--- src/rtl/mem_arbiter_if.sv ---
// rtl/mem_arbiter_if.sv - requester and RAM-side bus bundle for mem_arbiter
// slave = arbiter view, master = requesters plus RAM view.
interface mem_arbiter_if #(
   parameter int ADDR_W = 8,
   parameter int DATA_W = 8
);
   logic              cpu_req;
   logic              cpu_we;
   logic [ADDR_W-1:0] cpu_addr;
   logic [DATA_W-1:0] cpu_wdata;
   logic              cpu_gnt;
   logic              cpu_rvalid;
   logic [DATA_W-1:0] cpu_rdata;

   logic              dbg_req;
   logic              dbg_we;
   logic [ADDR_W-1:0] dbg_addr;
   logic [DATA_W-1:0] dbg_wdata;
   logic              dbg_gnt;
   logic              dbg_rvalid;
   logic [DATA_W-1:0] dbg_rdata;

   logic              mem_cs;
   logic              mem_we;
   logic [ADDR_W-1:0] mem_addr;
   logic [DATA_W-1:0] mem_wdata;
   logic [DATA_W-1:0] mem_rdata;

   logic              busy;

   modport slave (
      input  cpu_req, cpu_we, cpu_addr, cpu_wdata,
      output cpu_gnt, cpu_rvalid, cpu_rdata,
      input  dbg_req, dbg_we, dbg_addr, dbg_wdata,
      output dbg_gnt, dbg_rvalid, dbg_rdata,
      output mem_cs, mem_we, mem_addr, mem_wdata,
      input  mem_rdata,
      output busy
   );

   modport master (
      output cpu_req, cpu_we, cpu_addr, cpu_wdata,
      input  cpu_gnt, cpu_rvalid, cpu_rdata,
      output dbg_req, dbg_we, dbg_addr, dbg_wdata,
      input  dbg_gnt, dbg_rvalid, dbg_rdata,
      input  mem_cs, mem_we, mem_addr, mem_wdata,
      output mem_rdata,
      input  busy
   );
endinterface

--- src/rtl/mem_arbiter.sv ---
// rtl/mem_arbiter.sv - CPU/debug single-port RAM arbiter with anti-starvation
// Optional grant/wait counters under MEM_ARB_PERF_EN.
module mem_arbiter #(
   parameter int ADDR_W       = 8,
   parameter int DATA_W       = 8,
   parameter int RD_LATENCY   = 1,
   parameter int STARVE_LIMIT = 4
) (
   input  logic         clk,
   input  logic         rst,
   mem_arbiter_if.slave bus
`ifdef MEM_ARB_PERF_EN
   ,
   output logic [15:0]  cpu_gnt_cnt,
   output logic [15:0]  dbg_gnt_cnt,
   output logic [15:0]  dbg_wait_cnt
`endif
);

   localparam int SC_W = (STARVE_LIMIT > 0) ? $clog2(STARVE_LIMIT + 1) : 1;
   localparam logic [SC_W-1:0] SC_MAX   = SC_W'(STARVE_LIMIT);
   localparam logic [1:0]      LAT_LAST = 2'(RD_LATENCY - 1);

   typedef enum logic [1:0] {
      S_IDLE,
      S_ACCESS,
      S_RDWAIT,
      S_RETURN
   } state_t;

   state_t            state_q, state_d;
   logic [SC_W-1:0]   starve_q, starve_d;
   logic [1:0]        lat_q, lat_d;
   logic              owner_q, owner_d;
   logic              mem_cs_q, mem_cs_d;
   logic              mem_we_q, mem_we_d;
   logic [ADDR_W-1:0] mem_addr_q, mem_addr_d;
   logic [DATA_W-1:0] mem_wdata_q, mem_wdata_d;
   logic              cpu_gnt_q, cpu_gnt_d;
   logic              dbg_gnt_q, dbg_gnt_d;
   logic              cpu_rvalid_q, cpu_rvalid_d;
   logic              dbg_rvalid_q, dbg_rvalid_d;
   logic [DATA_W-1:0] cpu_rdata_q, cpu_rdata_d;
   logic [DATA_W-1:0] dbg_rdata_q, dbg_rdata_d;
   logic              busy_q, busy_d;
   logic              dbg_wins;

`ifdef MEM_ARB_PERF_EN
   logic [15:0] cpu_gnt_cnt_q, cpu_gnt_cnt_d;
   logic [15:0] dbg_gnt_cnt_q, dbg_gnt_cnt_d;
   logic [15:0] dbg_wait_cnt_q, dbg_wait_cnt_d;
`endif

   // The counter saturates, so equality with the limit means "starved".
   assign dbg_wins = bus.dbg_req &&
                     (!bus.cpu_req || ((STARVE_LIMIT != 0) && (starve_q == SC_MAX)));

   always_comb begin
      state_d      = state_q;
      starve_d     = starve_q;
      lat_d        = lat_q;
      owner_d      = owner_q;
      mem_cs_d     = 1'b0;
      mem_we_d     = mem_we_q;
      mem_addr_d   = mem_addr_q;
      mem_wdata_d  = mem_wdata_q;
      cpu_gnt_d    = 1'b0;
      dbg_gnt_d    = 1'b0;
      cpu_rvalid_d = 1'b0;
      dbg_rvalid_d = 1'b0;
      cpu_rdata_d  = cpu_rdata_q;
      dbg_rdata_d  = dbg_rdata_q;

      case (state_q)
         S_IDLE: begin
            if (bus.dbg_req && !dbg_wins)
               starve_d = (starve_q == SC_MAX) ? starve_q : starve_q + SC_W'(1);
            else
               starve_d = '0;
            if (bus.cpu_req || bus.dbg_req) begin
               owner_d     = dbg_wins;
               mem_cs_d    = 1'b1;
               mem_we_d    = dbg_wins ? bus.dbg_we    : bus.cpu_we;
               mem_addr_d  = dbg_wins ? bus.dbg_addr  : bus.cpu_addr;
               mem_wdata_d = dbg_wins ? bus.dbg_wdata : bus.cpu_wdata;
               cpu_gnt_d   = !dbg_wins;
               dbg_gnt_d   = dbg_wins;
               state_d     = S_ACCESS;
            end
         end
         S_ACCESS: begin
            lat_d   = 2'd0;
            state_d = mem_we_q ? S_IDLE : S_RDWAIT;
         end
         S_RDWAIT: begin
            if (lat_q == LAT_LAST) begin
               if (owner_q) begin
                  dbg_rdata_d  = bus.mem_rdata;
                  dbg_rvalid_d = 1'b1;
               end else begin
                  cpu_rdata_d  = bus.mem_rdata;
                  cpu_rvalid_d = 1'b1;
               end
               state_d = S_RETURN;
            end else begin
               lat_d = lat_q + 2'd1;
            end
         end
         S_RETURN: state_d = S_IDLE;
         default:  state_d = S_IDLE;
      endcase

      busy_d = (state_d != S_IDLE);
   end

`ifdef MEM_ARB_PERF_EN
   always_comb begin
      cpu_gnt_cnt_d  = cpu_gnt_cnt_q;
      dbg_gnt_cnt_d  = dbg_gnt_cnt_q;
      dbg_wait_cnt_d = dbg_wait_cnt_q;
      if (cpu_gnt_d && (cpu_gnt_cnt_q != 16'hFFFF))
         cpu_gnt_cnt_d = cpu_gnt_cnt_q + 16'd1;
      if (dbg_gnt_d && (dbg_gnt_cnt_q != 16'hFFFF))
         dbg_gnt_cnt_d = dbg_gnt_cnt_q + 16'd1;
      if (bus.dbg_req && !dbg_gnt_q && (dbg_wait_cnt_q != 16'hFFFF))
         dbg_wait_cnt_d = dbg_wait_cnt_q + 16'd1;
   end

   always_ff @(posedge clk or negedge rst) begin
      if (!rst) begin
         cpu_gnt_cnt_q  <= 16'd0;
         dbg_gnt_cnt_q  <= 16'd0;
         dbg_wait_cnt_q <= 16'd0;
      end else begin
         cpu_gnt_cnt_q  <= cpu_gnt_cnt_d;
         dbg_gnt_cnt_q  <= dbg_gnt_cnt_d;
         dbg_wait_cnt_q <= dbg_wait_cnt_d;
      end
   end

   assign cpu_gnt_cnt  = cpu_gnt_cnt_q;
   assign dbg_gnt_cnt  = dbg_gnt_cnt_q;
   assign dbg_wait_cnt = dbg_wait_cnt_q;
`endif

   always_ff @(posedge clk or negedge rst) begin
      if (!rst) begin
         state_q      <= S_IDLE;
         starve_q     <= '0;
         lat_q        <= 2'd0;
         owner_q      <= 1'b0;
         mem_cs_q     <= 1'b0;
         mem_we_q     <= 1'b0;
         mem_addr_q   <= '0;
         mem_wdata_q  <= '0;
         cpu_gnt_q    <= 1'b0;
         dbg_gnt_q    <= 1'b0;
         cpu_rvalid_q <= 1'b0;
         dbg_rvalid_q <= 1'b0;
         cpu_rdata_q  <= '0;
         dbg_rdata_q  <= '0;
         busy_q       <= 1'b0;
      end else begin
         state_q      <= state_d;
         starve_q     <= starve_d;
         lat_q        <= lat_d;
         owner_q      <= owner_d;
         mem_cs_q     <= mem_cs_d;
         mem_we_q     <= mem_we_d;
         mem_addr_q   <= mem_addr_d;
         mem_wdata_q  <= mem_wdata_d;
         cpu_gnt_q    <= cpu_gnt_d;
         dbg_gnt_q    <= dbg_gnt_d;
         cpu_rvalid_q <= cpu_rvalid_d;
         dbg_rvalid_q <= dbg_rvalid_d;
         cpu_rdata_q  <= cpu_rdata_d;
         dbg_rdata_q  <= dbg_rdata_d;
         busy_q       <= busy_d;
      end
   end

   assign bus.cpu_gnt    = cpu_gnt_q;
   assign bus.cpu_rvalid = cpu_rvalid_q;
   assign bus.cpu_rdata  = cpu_rdata_q;
   assign bus.dbg_gnt    = dbg_gnt_q;
   assign bus.dbg_rvalid = dbg_rvalid_q;
   assign bus.dbg_rdata  = dbg_rdata_q;
   assign bus.mem_cs     = mem_cs_q;
   assign bus.mem_we     = mem_we_q;
   assign bus.mem_addr   = mem_addr_q;
   assign bus.mem_wdata  = mem_wdata_q;
   assign bus.busy       = busy_q;

endmodule
--- src/flat_wrapper.sv ---
// flat-port wrapper written by rule: the top's interface ports become plain ports
module mem_arbiter_flat 
#(
   parameter int ADDR_W       = 8,
   parameter int DATA_W       = 8,
   parameter int RD_LATENCY   = 1,
   parameter int STARVE_LIMIT = 4
)
  (clk, rst, bus_cpu_req, bus_cpu_we, bus_cpu_addr, bus_cpu_wdata, bus_cpu_gnt, bus_cpu_rvalid, bus_cpu_rdata, bus_dbg_req, bus_dbg_we, bus_dbg_addr, bus_dbg_wdata, bus_dbg_gnt, bus_dbg_rvalid, bus_dbg_rdata, bus_mem_cs, bus_mem_we, bus_mem_addr, bus_mem_wdata, bus_mem_rdata, bus_busy);
  mem_arbiter_if #(.ADDR_W(ADDR_W), .DATA_W(DATA_W)) bus_i ();
  input  logic clk;
  input  logic rst;
  input wire logic [$bits(bus_i.cpu_req)-1:0] bus_cpu_req;
  input wire logic [$bits(bus_i.cpu_we)-1:0] bus_cpu_we;
  input wire logic [$bits(bus_i.cpu_addr)-1:0] bus_cpu_addr;
  input wire logic [$bits(bus_i.cpu_wdata)-1:0] bus_cpu_wdata;
  output wire logic [$bits(bus_i.cpu_gnt)-1:0] bus_cpu_gnt;
  output wire logic [$bits(bus_i.cpu_rvalid)-1:0] bus_cpu_rvalid;
  output wire logic [$bits(bus_i.cpu_rdata)-1:0] bus_cpu_rdata;
  input wire logic [$bits(bus_i.dbg_req)-1:0] bus_dbg_req;
  input wire logic [$bits(bus_i.dbg_we)-1:0] bus_dbg_we;
  input wire logic [$bits(bus_i.dbg_addr)-1:0] bus_dbg_addr;
  input wire logic [$bits(bus_i.dbg_wdata)-1:0] bus_dbg_wdata;
  output wire logic [$bits(bus_i.dbg_gnt)-1:0] bus_dbg_gnt;
  output wire logic [$bits(bus_i.dbg_rvalid)-1:0] bus_dbg_rvalid;
  output wire logic [$bits(bus_i.dbg_rdata)-1:0] bus_dbg_rdata;
  output wire logic [$bits(bus_i.mem_cs)-1:0] bus_mem_cs;
  output wire logic [$bits(bus_i.mem_we)-1:0] bus_mem_we;
  output wire logic [$bits(bus_i.mem_addr)-1:0] bus_mem_addr;
  output wire logic [$bits(bus_i.mem_wdata)-1:0] bus_mem_wdata;
  input wire logic [$bits(bus_i.mem_rdata)-1:0] bus_mem_rdata;
  output wire logic [$bits(bus_i.busy)-1:0] bus_busy;
  assign bus_i.cpu_req = bus_cpu_req;
  assign bus_i.cpu_we = bus_cpu_we;
  assign bus_i.cpu_addr = bus_cpu_addr;
  assign bus_i.cpu_wdata = bus_cpu_wdata;
  assign bus_cpu_gnt = bus_i.cpu_gnt;
  assign bus_cpu_rvalid = bus_i.cpu_rvalid;
  assign bus_cpu_rdata = bus_i.cpu_rdata;
  assign bus_i.dbg_req = bus_dbg_req;
  assign bus_i.dbg_we = bus_dbg_we;
  assign bus_i.dbg_addr = bus_dbg_addr;
  assign bus_i.dbg_wdata = bus_dbg_wdata;
  assign bus_dbg_gnt = bus_i.dbg_gnt;
  assign bus_dbg_rvalid = bus_i.dbg_rvalid;
  assign bus_dbg_rdata = bus_i.dbg_rdata;
  assign bus_mem_cs = bus_i.mem_cs;
  assign bus_mem_we = bus_i.mem_we;
  assign bus_mem_addr = bus_i.mem_addr;
  assign bus_mem_wdata = bus_i.mem_wdata;
  assign bus_i.mem_rdata = bus_mem_rdata;
  assign bus_busy = bus_i.busy;
  mem_arbiter #(.ADDR_W(ADDR_W), .DATA_W(DATA_W), .RD_LATENCY(RD_LATENCY), .STARVE_LIMIT(STARVE_LIMIT)) u_core (.clk(clk), .rst(rst), .bus(bus_i));
endmodule
--- config.mk ---
export PLATFORM = sky130hd
export DESIGN_NAME = mem_arbiter_flat
export DESIGN_NICKNAME = d
export VERILOG_FILES = /design/src/rtl/mem_arbiter_if.sv /design/src/rtl/mem_arbiter.sv /design/src/flat_wrapper.sv
export SDC_FILE = /design/constraint.sdc
export NUM_CORES = 1
export LEC_CHECK = 0
export BUFFER_PORTS_ARGS = -buffer_cell sky130_fd_sc_hd__buf_4
export CAP_MARGIN = 10
export CORE_MARGIN = 2
export CORE_UTILIZATION = 47
export DETAILED_ROUTE_END_ITERATION = 12
export PLACE_DENSITY = 0.78
export SLEW_MARGIN = 20
export SYNTH_ARGS = -nofsm -noshare
export SYNTH_HDL_FRONTEND = slang
export SYNTH_SLANG_ARGS = --single-unit
--- constraint.sdc ---
create_clock -name clk -period 1.8 [get_ports clk]
set_clock_uncertainty 0.05 [all_clocks]
set_input_delay 0.36 -clock clk [delete_from_list [all_inputs] [get_ports clk]]
set_output_delay 0.36 -clock clk [all_outputs]
set_load 0.02 [all_outputs]
* Word level (Yosys, flattened, before mapping)
Cells that the tools add are included.
** Word-level totals
- Output and inout bits :: 39
- Flip-flop bits (word level) :: 47
- Logic and storage cells :: 62
- Input bits :: 46
** Cells by class
- Multiplexer cells :: 23
- Reductions and logical operators :: 15
- $add $sub $neg :: 2
- Equality and inequality tests :: 6
- Bitwise gates (word level) :: 1
** Operators with widths (count)
- $mux 8 :: 2
- $mux 1 :: 13
- $mux 2 :: 4
- $pmux 2 s4 :: 1
- $mux 3 :: 2
- $reduce_and 2->1 :: 3
- $reduce_and 3->1 :: 2
- $eq 2x2->1 const B :: 2
- $logic_not 2->1 :: 2
- $ne 2x2->1 const B :: 2
- $pmux 2 s2 :: 1
- $reduce_bool 2->1 :: 2
- $add 3x1->3 const B :: 1
- $eq 3x3->1 const B :: 1
- $add 2x1->2 const B :: 1
- $eq 2x1->1 const B :: 1
- $logic_and 1x1->1 :: 2
- $logic_not 1->1 :: 2
- $logic_or 1x1->1 :: 2
- $not 1->1 :: 1

* Longest topological paths before layout
Gate-level depths: netlist of run 1.
- Depth in word-level cells :: 7
- Depth in mapped cells :: 7
- Depth with buffers taken out :: 5

* Least setup slack after synthesis of run 1
Ideal clock, no wire load.
- Path type :: register -> register
- From :: reg u_core.starve_q[0]
- To :: reg u_core.mem_addr_q[2], in the netlist u_core.bus.mem_addr[2]
- Path buffers :: 1
- Data required time :: 1.624 ns
- Cell stages (with the launch flop) :: 7
- Setup time :: 0.126 ns
- Clock period less this slack :: 1.564 ns
- Arrival time :: 1.388 ns
- Slack :: 0.236 ns
- Path through :: dfrtp_1 > inv_1 > ha_1 > a21boi_2 > nor3_4 > buf_6 > a221o_1
** On the way
- Word-level cells in the longest chain between the ends :: 4
** Ends and longest elaborated chain
- from (decl) :: RTL line mem_arbiter.sv:32 : logic [SC_W-1:0] starve_q, starve_d;
- from (signal assigned) :: RTL line mem_arbiter.sv:165 : starve_q <= starve_d;
- $eq 3x3->1 :: RTL line mem_arbiter.sv:56 : (!bus.cpu_req || ((STARVE_LIMIT != 0) && (starve_q == SC_MAX)));
- $logic_or 1x1->1 :: RTL line mem_arbiter.sv:56
- $logic_and 1x1->1 :: RTL line mem_arbiter.sv:55 : assign dbg_wins = bus.dbg_req &&
- $mux 8 :: RTL line mem_arbiter.sv:84 : mem_addr_d = dbg_wins ? bus.dbg_addr : bus.cpu_addr;
- to (signal assigned) :: RTL line mem_arbiter.sv:170 : mem_addr_q <= mem_addr_d;
- to (decl) :: RTL line mem_arbiter.sv:37 : logic [ADDR_W-1:0] mem_addr_q, mem_addr_d;
Every way passes these cells.
A chain may end at the register's enable or synchronous reset.

* Final worst setup path of run 1
- From :: reg u_core.lat_q[0]
- To :: reg u_core.cpu_rdata_q[5], in the netlist u_core.bus.cpu_rdata[5]
** On the way
- Word-level cells in the longest chain between the ends :: 2
** Ends and longest elaborated chain
- from (decl) :: RTL line mem_arbiter.sv:33 : logic [1:0] lat_q, lat_d;
- from (signal assigned) :: RTL line mem_arbiter.sv:166 : lat_q <= lat_d;
- $logic_not 2->1 :: RTL line mem_arbiter.sv:96 : if (lat_q == LAT_LAST) begin
- $reduce_and 3->1 (no line)
- to (signal assigned) :: RTL line mem_arbiter.sv:176 : cpu_rdata_q <= cpu_rdata_d;
- to (decl) :: RTL line mem_arbiter.sv:43 : logic [DATA_W-1:0] cpu_rdata_q, cpu_rdata_d;
Every way passes these cells.

==> results.ini, run 1 <==
[placement]
hpwl_um=3244
placement.io_buffers=84
gp_congestion=0.8021
preCtsSetupSlack_ns=0.06623

[clock_tree]
path_clk_slew_ns=0.08
htreeDepth=2
clkSinkCount=47
cts_buffers=5
clockBufferDepth=2
cts_tree=built
cts_hold_buf=0
insertion_delay_ns=0.30
root_buffer=clkbuf_8

[grt]
antenna_found_initial=0
track_usage_pct=19.05
grt_pass1_wl_um=7279
grt_max_degree=48
grt_pass1_vias=1573
globalRouteOverflowTotal=0

[sta]
hold_ws_ns=0.01144
drv_slew=0
setup_tns_ns=0
hold_violations=0
slew_headroom_pct=57.25
setup_viol=0
fmax_mhz=600.3
worstMarginPinSlew_ns=0.6384
worst_slack_ns=0.1343
period_needed_ns=1.666
rsz0062_at_grt=no
post-route-period-util_pct=92.54

[setup_path]
reg2reg_depth=5
reg2reg_from=u_core.lat_q[0]
cp_max_fo=9
crit_family=simple AND/OR/NAND/NOR gates
cp-startpoint=u_core.lat_q[0]
start_kind=register
max_stage_delay_ns=0.41
critPathBufInv=1
reg2reg_to=u_core.bus.cpu_rdata[5]
r2r_setup_slack_ns=0.13
critical_path_arrival_ns=1.80
critical-path-slowest-cell=dfrtp_1
worstSetupEndpointType=register
path_cells=inv_1 > ha_1 > nand3b_1 > nor2_4 > mux2_1
crit_required_ns=1.93
worstSetupPathType=reg -> reg

[synthesis]
synthFlopType=dfrtp_1
netlist_area_um2=2041
synth_top_area_cell=dfrtp_1
synth_top_area_share_pct=57.63
synth_area_leaders=dfrtp_1 (58%), a221o_1 (5.9%), mux2_1 (4.4%), mux2_2 (4.4%), and3_1 (3.7%)
synth_nets=208
postSynthAreaPerCell_um2=12.83
ys_seq_area_share_pct=57.63
yosys_warnings=0
yosys_register_bits=47
synth_edf_count=0
yosysUniqueCellTypes=36
netlist_instances=159
async_reset_ff_share_pct=100.0

[detailed_routing]
num_vias=1596
first_pass_iters=4
drt_wl_total_um=4434
wl_met2_um=2124
highest_layer=met4
wl_met3_um=374
wl_per_cell_um=14.98
drtIter0Drc=62
drc=0
avgViaCountPerCell=5.392
ant_nets=0
m1WireLength_um=1896

[final_layout]
drive_above_1_share_pct=45.93
final_cell_mix=buf_4 (87), dfrtp_1 (47), and3_1 (12), a221o_1 (12), o21ai_0 (9)
nNetsFinal=295
syn_to_final_growth_pct=36.85
final_common_cell=buf_4
diodes=0

[pwr]
seq_power_share_pct=39.2
power_frac_clock_pct=13.2
powerDensity_nw_per_um2=1695
swShare_pct=38.56
pwr-share-comb_pct=47.5
p_sw_w=0.001825
p_int_w=0.002908
ir_worst_vdd_uv=855.8
p_leak_nw=1.392

[floorplan]
die-area_um2=4885
rows=23
start_util_pct=49.94
die_h_um=69.90
die_w_um=69.90
core_um2=4086
ios=85

[job]
max_cap_violations=0

[run_status]
outcome=finished clean

[worst_hold_path]
holdCritPathClass=in -> async

[Yosys cell counts (2+ instances only)]
cell	n
a21oi_1	5
buf_6	3
o21ai_0	9
a31oi_1	5
buf_4	2
nand2b_1	2
and3_1	12
nand2_1	3
a221o_1	12
clkbuf_1	2
a21o_1	2
dfrtp_1	47
or2_1	2
mux2_1	8
nor2_4	2
nand3_1	7
inv_2	2
ha_1	3
nand3b_1	2
mux2_2	8
inv_1	6
[through the flow]
step / instance area, um^2 / instances / util [%] / power (W)
5_1_grt: 2793 / 296 / 68.34 / 0.005031
4_1_cts: 2788 / 296 / 68.22 / 0.004790
6_report: 2793 / 296 / 68.34 / 0.004733
3_3_place_gp: 2700 / 289 / 66.07 / 0.004093
3_5_place_dp: 2700 / 289 / 66.07 / 0.004153
2_1_floorplan: 2041 / 159 / - / 0.003195
[worst max path at each step]
stage | endpoint | slack, ns | cells past startpoint
6_report | u_core.bus.cpu_rdata[5] | 0.13 | 5
5_1_grt | u_core.bus.cpu_rdata[5] | 0.02 | 5
4_1_cts | u_core.bus.mem_wdata[7] | 0.07 | 5
3_5_place_dp | u_core.bus.mem_addr[3] | 0.07 | 5
3_3_place_gp | u_core.bus.mem_addr[3] | 0.13 | 5
2_1_floorplan | u_core.bus.mem_addr[2] | 0.24 | 6
[timing repair]
| item | in CTS | in global routing |
|---|---|---|
| setup endpoints to repair | 0 | 1 |
| setup buffers | 0 | 0 |
| gates resized for setup | 0 | 1 |
[cell families (layout without fill, tap and decap cells)]
family,after synthesis,count (layout),share of synthesized area (%)
buffers and inverters,15,102,4.230
adder cells (fa/ha/maj),3,3,1.840
AND/OR/NAND/NOR,38,38,12.75
multiplexers,17,17,9.320
AO/OA/AOI/OAI,39,39,14.22
flip-flops,47,47,57.63
[routing by layer]
metal | GRT usage [%] | up-vias
met2 | 30.16 | 67
li1 | - | 764
met3 | 6.782 | 4
met5 | 0 | -
met4 | 5.769 | 0
met1 | 24.74 | 761
[power by group through the flow]
stage / combinational, W / clock (W) / sequential (W)
2_1_floorplan: 0.000884 / 0 / 0.00231
3_3_place_gp: 0.00223 / 0 / 0.00186
3_5_place_dp: 0.00229 / 0 / 0.00186
4_1_cts: 0.00228 / 0.000648 / 0.00186
5_1_grt: 0.00241 / 0.000700 / 0.00192
6_report: 0.00225 / 0.000627 / 0.00186
[flip-flops by register name, indices dropped and copies added, names as in the netlist]
signal / count
u_core.bus.dbg_rdata: 8
u_core.starve_q: 3
u_core.bus.busy: 1
u_core.bus.dbg_gnt: 1
u_core.bus.mem_cs: 1
u_core.owner_q: 1
u_core.bus.mem_we: 1
u_core.lat_q: 2
u_core.bus.cpu_rdata: 8
u_core.bus.mem_wdata: 8
u_core.state_q: 2
u_core.bus.cpu_rvalid: 1
u_core.bus.mem_addr: 8
u_core.bus.dbg_rvalid: 1
u_core.bus.cpu_gnt: 1
[cell type report]
type,count,area [um^2]
clock buffer,6,82.58
clock inverter,1,5.005
fill,345,1294
inverter,8,30.03
multi-input combinational,97,783.3
sequential,47,1176
tap,50,62.56
timing repair buffer,87,653.1
[worst reg2reg max path, delay by kind of cell, from the launching register on]
family                   cells  cell delay, ns
flip-flops                   1            0.41
AND/OR/NAND/NOR              2            0.43
multiplexers                 1            0.37
adder cells (fa/ha/maj)      1            0.23
buffers and inverters        1            0.07
Power figures use the tool's default switching activity.
==> inputs of run 2 (changes only) <==
- CORE_ASPECT_RATIO: not set -> 0.5
- REMOVE_ABC_BUFFERS: not set -> 1
==> results.ini, run 2 (synthesized netlist as in run 1, its figures left out) <==
[pwr]
powerDensity_nw_per_um2=1706
power_frac_clock_pct=14.0
swShare_pct=39.26
seq_power_share_pct=38.5
pwr-share-comb_pct=47.5
p_int_w=0.002927
p_leak_nw=1.397
ir_worst_vdd_uv=970.2
p_sw_w=0.001892

[placement]
placed_area_um2=2713
hpwl_um=3385
placement.io_buffers=84
preCtsSetupSlack_ns=0.07261
gp_congestion=0.7744

[setup_path]
crit_required_ns=1.93
reg2reg_depth=5
worstSetupPathType=reg -> reg
r2r_setup_slack_ns=0.05
worstSetupEndpointType=register
critical_path_arrival_ns=1.88
start_kind=register
cp_max_fo=5

[grt]
grt_max_degree=48
antenna_found_initial=0
grt_pass1_wl_um=7548
globalRouteOverflowTotal=0
grt_pass1_vias=1633
track_usage_pct=19.65

[clock_tree]
clkSinkCount=47
htreeDepth=2
root_buffer=clkbuf_8
cts_hold_buf=0
clockBufferDepth=2
path_clk_slew_ns=0.09
cts_tree=built
insertion_delay_ns=0.30
cts_buffers=5

[final_layout]
syn_to_final_growth_pct=38.44
postLayoutCoreUtil_pct=70.21
multi_input_comb_area_um2=792.0
diodes=0
drive_above_1_share_pct=46.99
final_common_cell=buf_4
regArea_um2=1176
nFillCells=294
fin_area_um2=2825
final_cell_mix=buf_4 (88), dfrtp_1 (47), and3_1 (12), a221o_1 (12), o21ai_0 (9)
nNetsFinal=297

[floorplan]
rows=16
die-area_um2=4917
die_w_um=97.19
start_util_pct=50.72
ios=85
core_um2=4024
die_h_um=50.60

[detailed_routing]
m1WireLength_um=2034
highest_layer=met4
num_vias=1621
wl_met2_um=2365
drc=0
wl_met3_um=319
drtIter0Drc=61
drt_wl_total_um=4734
wl_per_cell_um=15.62
avgViaCountPerCell=5.350
ant_nets=0
first_pass_iters=4

[sta]
slew_headroom_pct=57.05
worst_slack_ns=0.05410
fmax_mhz=572.8
period_needed_ns=1.746
post-route-period-util_pct=96.99
setup_viol=0
drv_slew=0
worstMarginPinSlew_ns=0.6415
hold_violations=0

[job]
max_cap_violations=0

[run_status]
outcome=finished clean

[worst_hold_path]
holdCritPathClass=in -> async

run 2: cell types whose count changed in the layout (fill, tap and decap cells not counted):
cell        previous run  this run
clkinv_2               1         0
ha_2                   0         1
clkinvlp_4             0         1
ha_1                   3         2
nor2_2                 0         1
clkinv_4               0         1
buf_4                 87        88
run 2: path summary, 6_finish.rpt:
| path | start | to |
|---|---|---|
| max | u_core.lat_q[0] | u_core.bus.cpu_rdata[7] |
| min | rst | u_core.starve_q[2] |
| max reg2reg | u_core.lat_q[0] | u_core.bus.cpu_rdata[7] |
| min reg2reg | u_core.bus.cpu_rdata[6] | u_core.bus.cpu_rdata[6] |
| max in group asynchronous | rst | u_core.bus.mem_wdata[0] |
| min in group clk | bus_mem_rdata[1] | u_core.bus.cpu_rdata[1] |
run 2: final cells by class:
cell class                      instances  area share (%)
Tap cell                               54           2.391
Sequential cell                        47           41.63
Inverter                                8           1.063
Clock buffer                            6           2.923
Clock inverter                          2          0.5757
Multi-Input combinational cell         98           28.03
Timing Repair Buffer                   88           23.38
run 2: critical path, cell delays in order (launching register included):
cell and delay (ns):
dfrtp_1 0.42, inv_1 0.08, ha_2 0.23, nand3b_1 0.20, nor2_2 0.30, mux2_1 0.35
run 2: per-stage QoR:
| step | hold WS [ns] | instances | total power [W] | setup TNS (ns) |
|---|---|---|---|---|
| floorplan | 0.01441 | 152 | 0.003128 | 0 |
| global placement | 0.3412 | 294 | 0.004080 | 0 |
| detailed placement | 0.3512 | 294 | 0.004163 | 0 |
| CTS | 0.01783 | 302 | 0.004833 | 0 |
| global route | 0.03551 | 303 | 0.005108 | -0.09311 |
| finish | 0.005919 | 303 | 0.004819 | 0 |
run 2: per-layer routing:
metal | vias up | GRT usage [%]
met3 | 2 | 5.850
li1 | 767 | -
met4 | 0 | 5.399
met5 | - | 0
met2 | 61 | 34.38
met1 | 791 | 24.17
run 2: power groups by stage:
stage | sequential, W | combinational [W] | clock [W]
2_1_floorplan | 0.00234 | 0.000791 | 0
3_3_place_gp | 0.00184 | 0.00224 | 0
3_5_place_dp | 0.00186 | 0.00230 | 0
4_1_cts | 0.00185 | 0.00230 | 0.000690
5_1_grt | 0.00192 | 0.00244 | 0.000747
6_report | 0.00186 | 0.00229 | 0.000673
run 2: what timing repair did:
| item | 4_1_cts | 5_1_grt |
|---|---|---|
| endpoints found under the setup margin | 0 | 14 |
| gates resized for setup | 0 | 2 |
| setup buffers | 0 | 0 |
==> inputs of run 3 (changes only) <==
- BUFFER_PORTS_ARGS: -buffer_cell sky130_fd_sc_hd__buf_4 -> -buffer_cell sky130_fd_sc_hd__buf_2
==> results.ini, run 3 (synthesized netlist as in run 1, its figures left out) <==
[final_layout]
drive_above_1_share_pct=46.40
nFillCells=338
layout.cells.non_filler=304
postLayoutCoreUtil_pct=65.11
diodes=0
final_cell_mix=buf_2 (84), dfrtp_1 (47), and3_1 (12), a221o_1 (12), o21ai_0 (9)
syn_to_final_growth_pct=28.39
nNetsFinal=298
final_common_cell=buf_2

[sta]
hold_violations=0
hold_ws_ns=0.08494
slew_headroom_pct=58.38
period_needed_ns=1.699
worstMarginPinSlew_ns=0.6215
post-route-period-util_pct=94.41
fmax_mhz=588.4
worst_slack_ns=0.1005
setup_viol=0
drv_slew=0

[detailed_routing]
first_pass_iters=4
wl_per_cell_um=14.63
drt_wl_total_um=4448
ant_nets=0
m1WireLength_um=2055
drtIter0Drc=88
drc=0
highest_layer=met4
wl_met3_um=272
wl_met2_um=2083
num_vias=1611
avgViaCountPerCell=5.299

[clock_tree]
cts_tree=built
insertion_delay_ns=0.30
root_buffer=clkbuf_8
path_clk_slew_ns=0.09
cts_buffers=5
clkSinkCount=47
clockBufferDepth=2
htreeDepth=2

[placement]
hpwl_um=3215
post-place-cells=295
preCtsSetupSlack_ns=0.08509
gp_congestion=0.7492
placement.io_buffers=84

[run_status]
outcome=finished clean

[floorplan]
core_um2=4024
start_util_pct=50.72
die_w_um=97.19
die_h_um=50.60
die-area_um2=4917
ios=85
rows=16

[setup_path]
critical_path_arrival_ns=1.83
crit_required_ns=1.93
start_kind=register
cp_max_fo=9
worstSetupPathType=reg -> reg
worstSetupEndpointType=register

[pwr]
p_sw_w=0.001822
power_frac_clock_pct=13.7
swShare_pct=40.66
pwr-share-comb_pct=45.9
seq_power_share_pct=40.4
p_leak_nw=1.336
ir_worst_vdd_uv=591.5
p_int_w=0.002658
powerDensity_nw_per_um2=1710

[grt]
track_usage_pct=19.63
globalRouteOverflowTotal=0
grt_max_degree=48
grt_pass1_wl_um=7603
antenna_found_initial=0
grt_pass1_vias=1664

[worst_hold_path]
holdCritPathClass=in -> async

[job]
max_cap_violations=0

-- run 3: area by class of cell --
class | instances | area [um^2] | area share (%)
sequential | 47 | 1176 | 44.89
multi-input combinational | 97 | 783.3 | 29.89
timing repair buffer | 90 | 478.0 | 18.24
clock buffer | 6 | 72.57 | 2.770
tap | 54 | 67.56 | 2.579
inverter | 8 | 30.03 | 1.146
clock inverter | 2 | 12.51 | 0.4776
-- run 3: worst paths after layout --
kind	depth (start not counted)	slack [ns]	endpoint	from
max	6	0.10	u_core.bus.cpu_rdata[3]	u_core.lat_q[0]
min	2	0.08	u_core.bus.mem_addr[4]	rst
max reg2reg	6	0.10	u_core.bus.cpu_rdata[3]	u_core.lat_q[0]
min reg2reg	1	0.43	u_core.bus.cpu_rdata[4]	u_core.bus.cpu_rdata[4]
max in group asynchronous	2	1.23	u_core.bus.dbg_rdata[2]	rst
min in group clk	2	0.23	u_core.bus.mem_addr[1]	bus_dbg_addr[1]
-- run 3: repair_timing --
item                       in CTS  in global routing
setup buffers                   0                  1
hold buffers                    0                  0
setup endpoints to repair       0                 20
gates resized for setup         0                  1
-- run 3: power groups by stage --
stage	Clock, W	Combinational (W)	Sequential (W)
after floorplan	0	0.000791	0.00234
after global placement	0	0.00198	0.00182
after detailed placement	0	0.00203	0.00182
after CTS	0.000633	0.00203	0.00181
after global routing	0.000685	0.00222	0.00188
final	0.000613	0.00206	0.00181
-- run 3: per-stage QoR --
step | cell area [um^2] | total power, W | setup TNS [ns]
floorplan | 1984 | 0.003128 | 0
global placement | 2510 | 0.003797 | 0
detailed placement | 2510 | 0.003857 | 0
CTS | 2595 | 0.004472 | 0
global route | 2620 | 0.004784 | -0.003443
finish | 2620 | 0.004480 | 0
-- run 3: worst max-delay path, cell delays in order (launching register included) --
cell      delay [ns]
dfrtp_1         0.42
inv_1           0.07
ha_1            0.24
nand3b_1        0.18
nor2_4          0.17
buf_12          0.14
mux2_1          0.32
-- run 3: layer usage --
metal,track usage [%],vias up
met5,0,-
met4,6.103,0
met3,5.432,4
met2,33.45,51
met1,24.86,788
li1,-,768
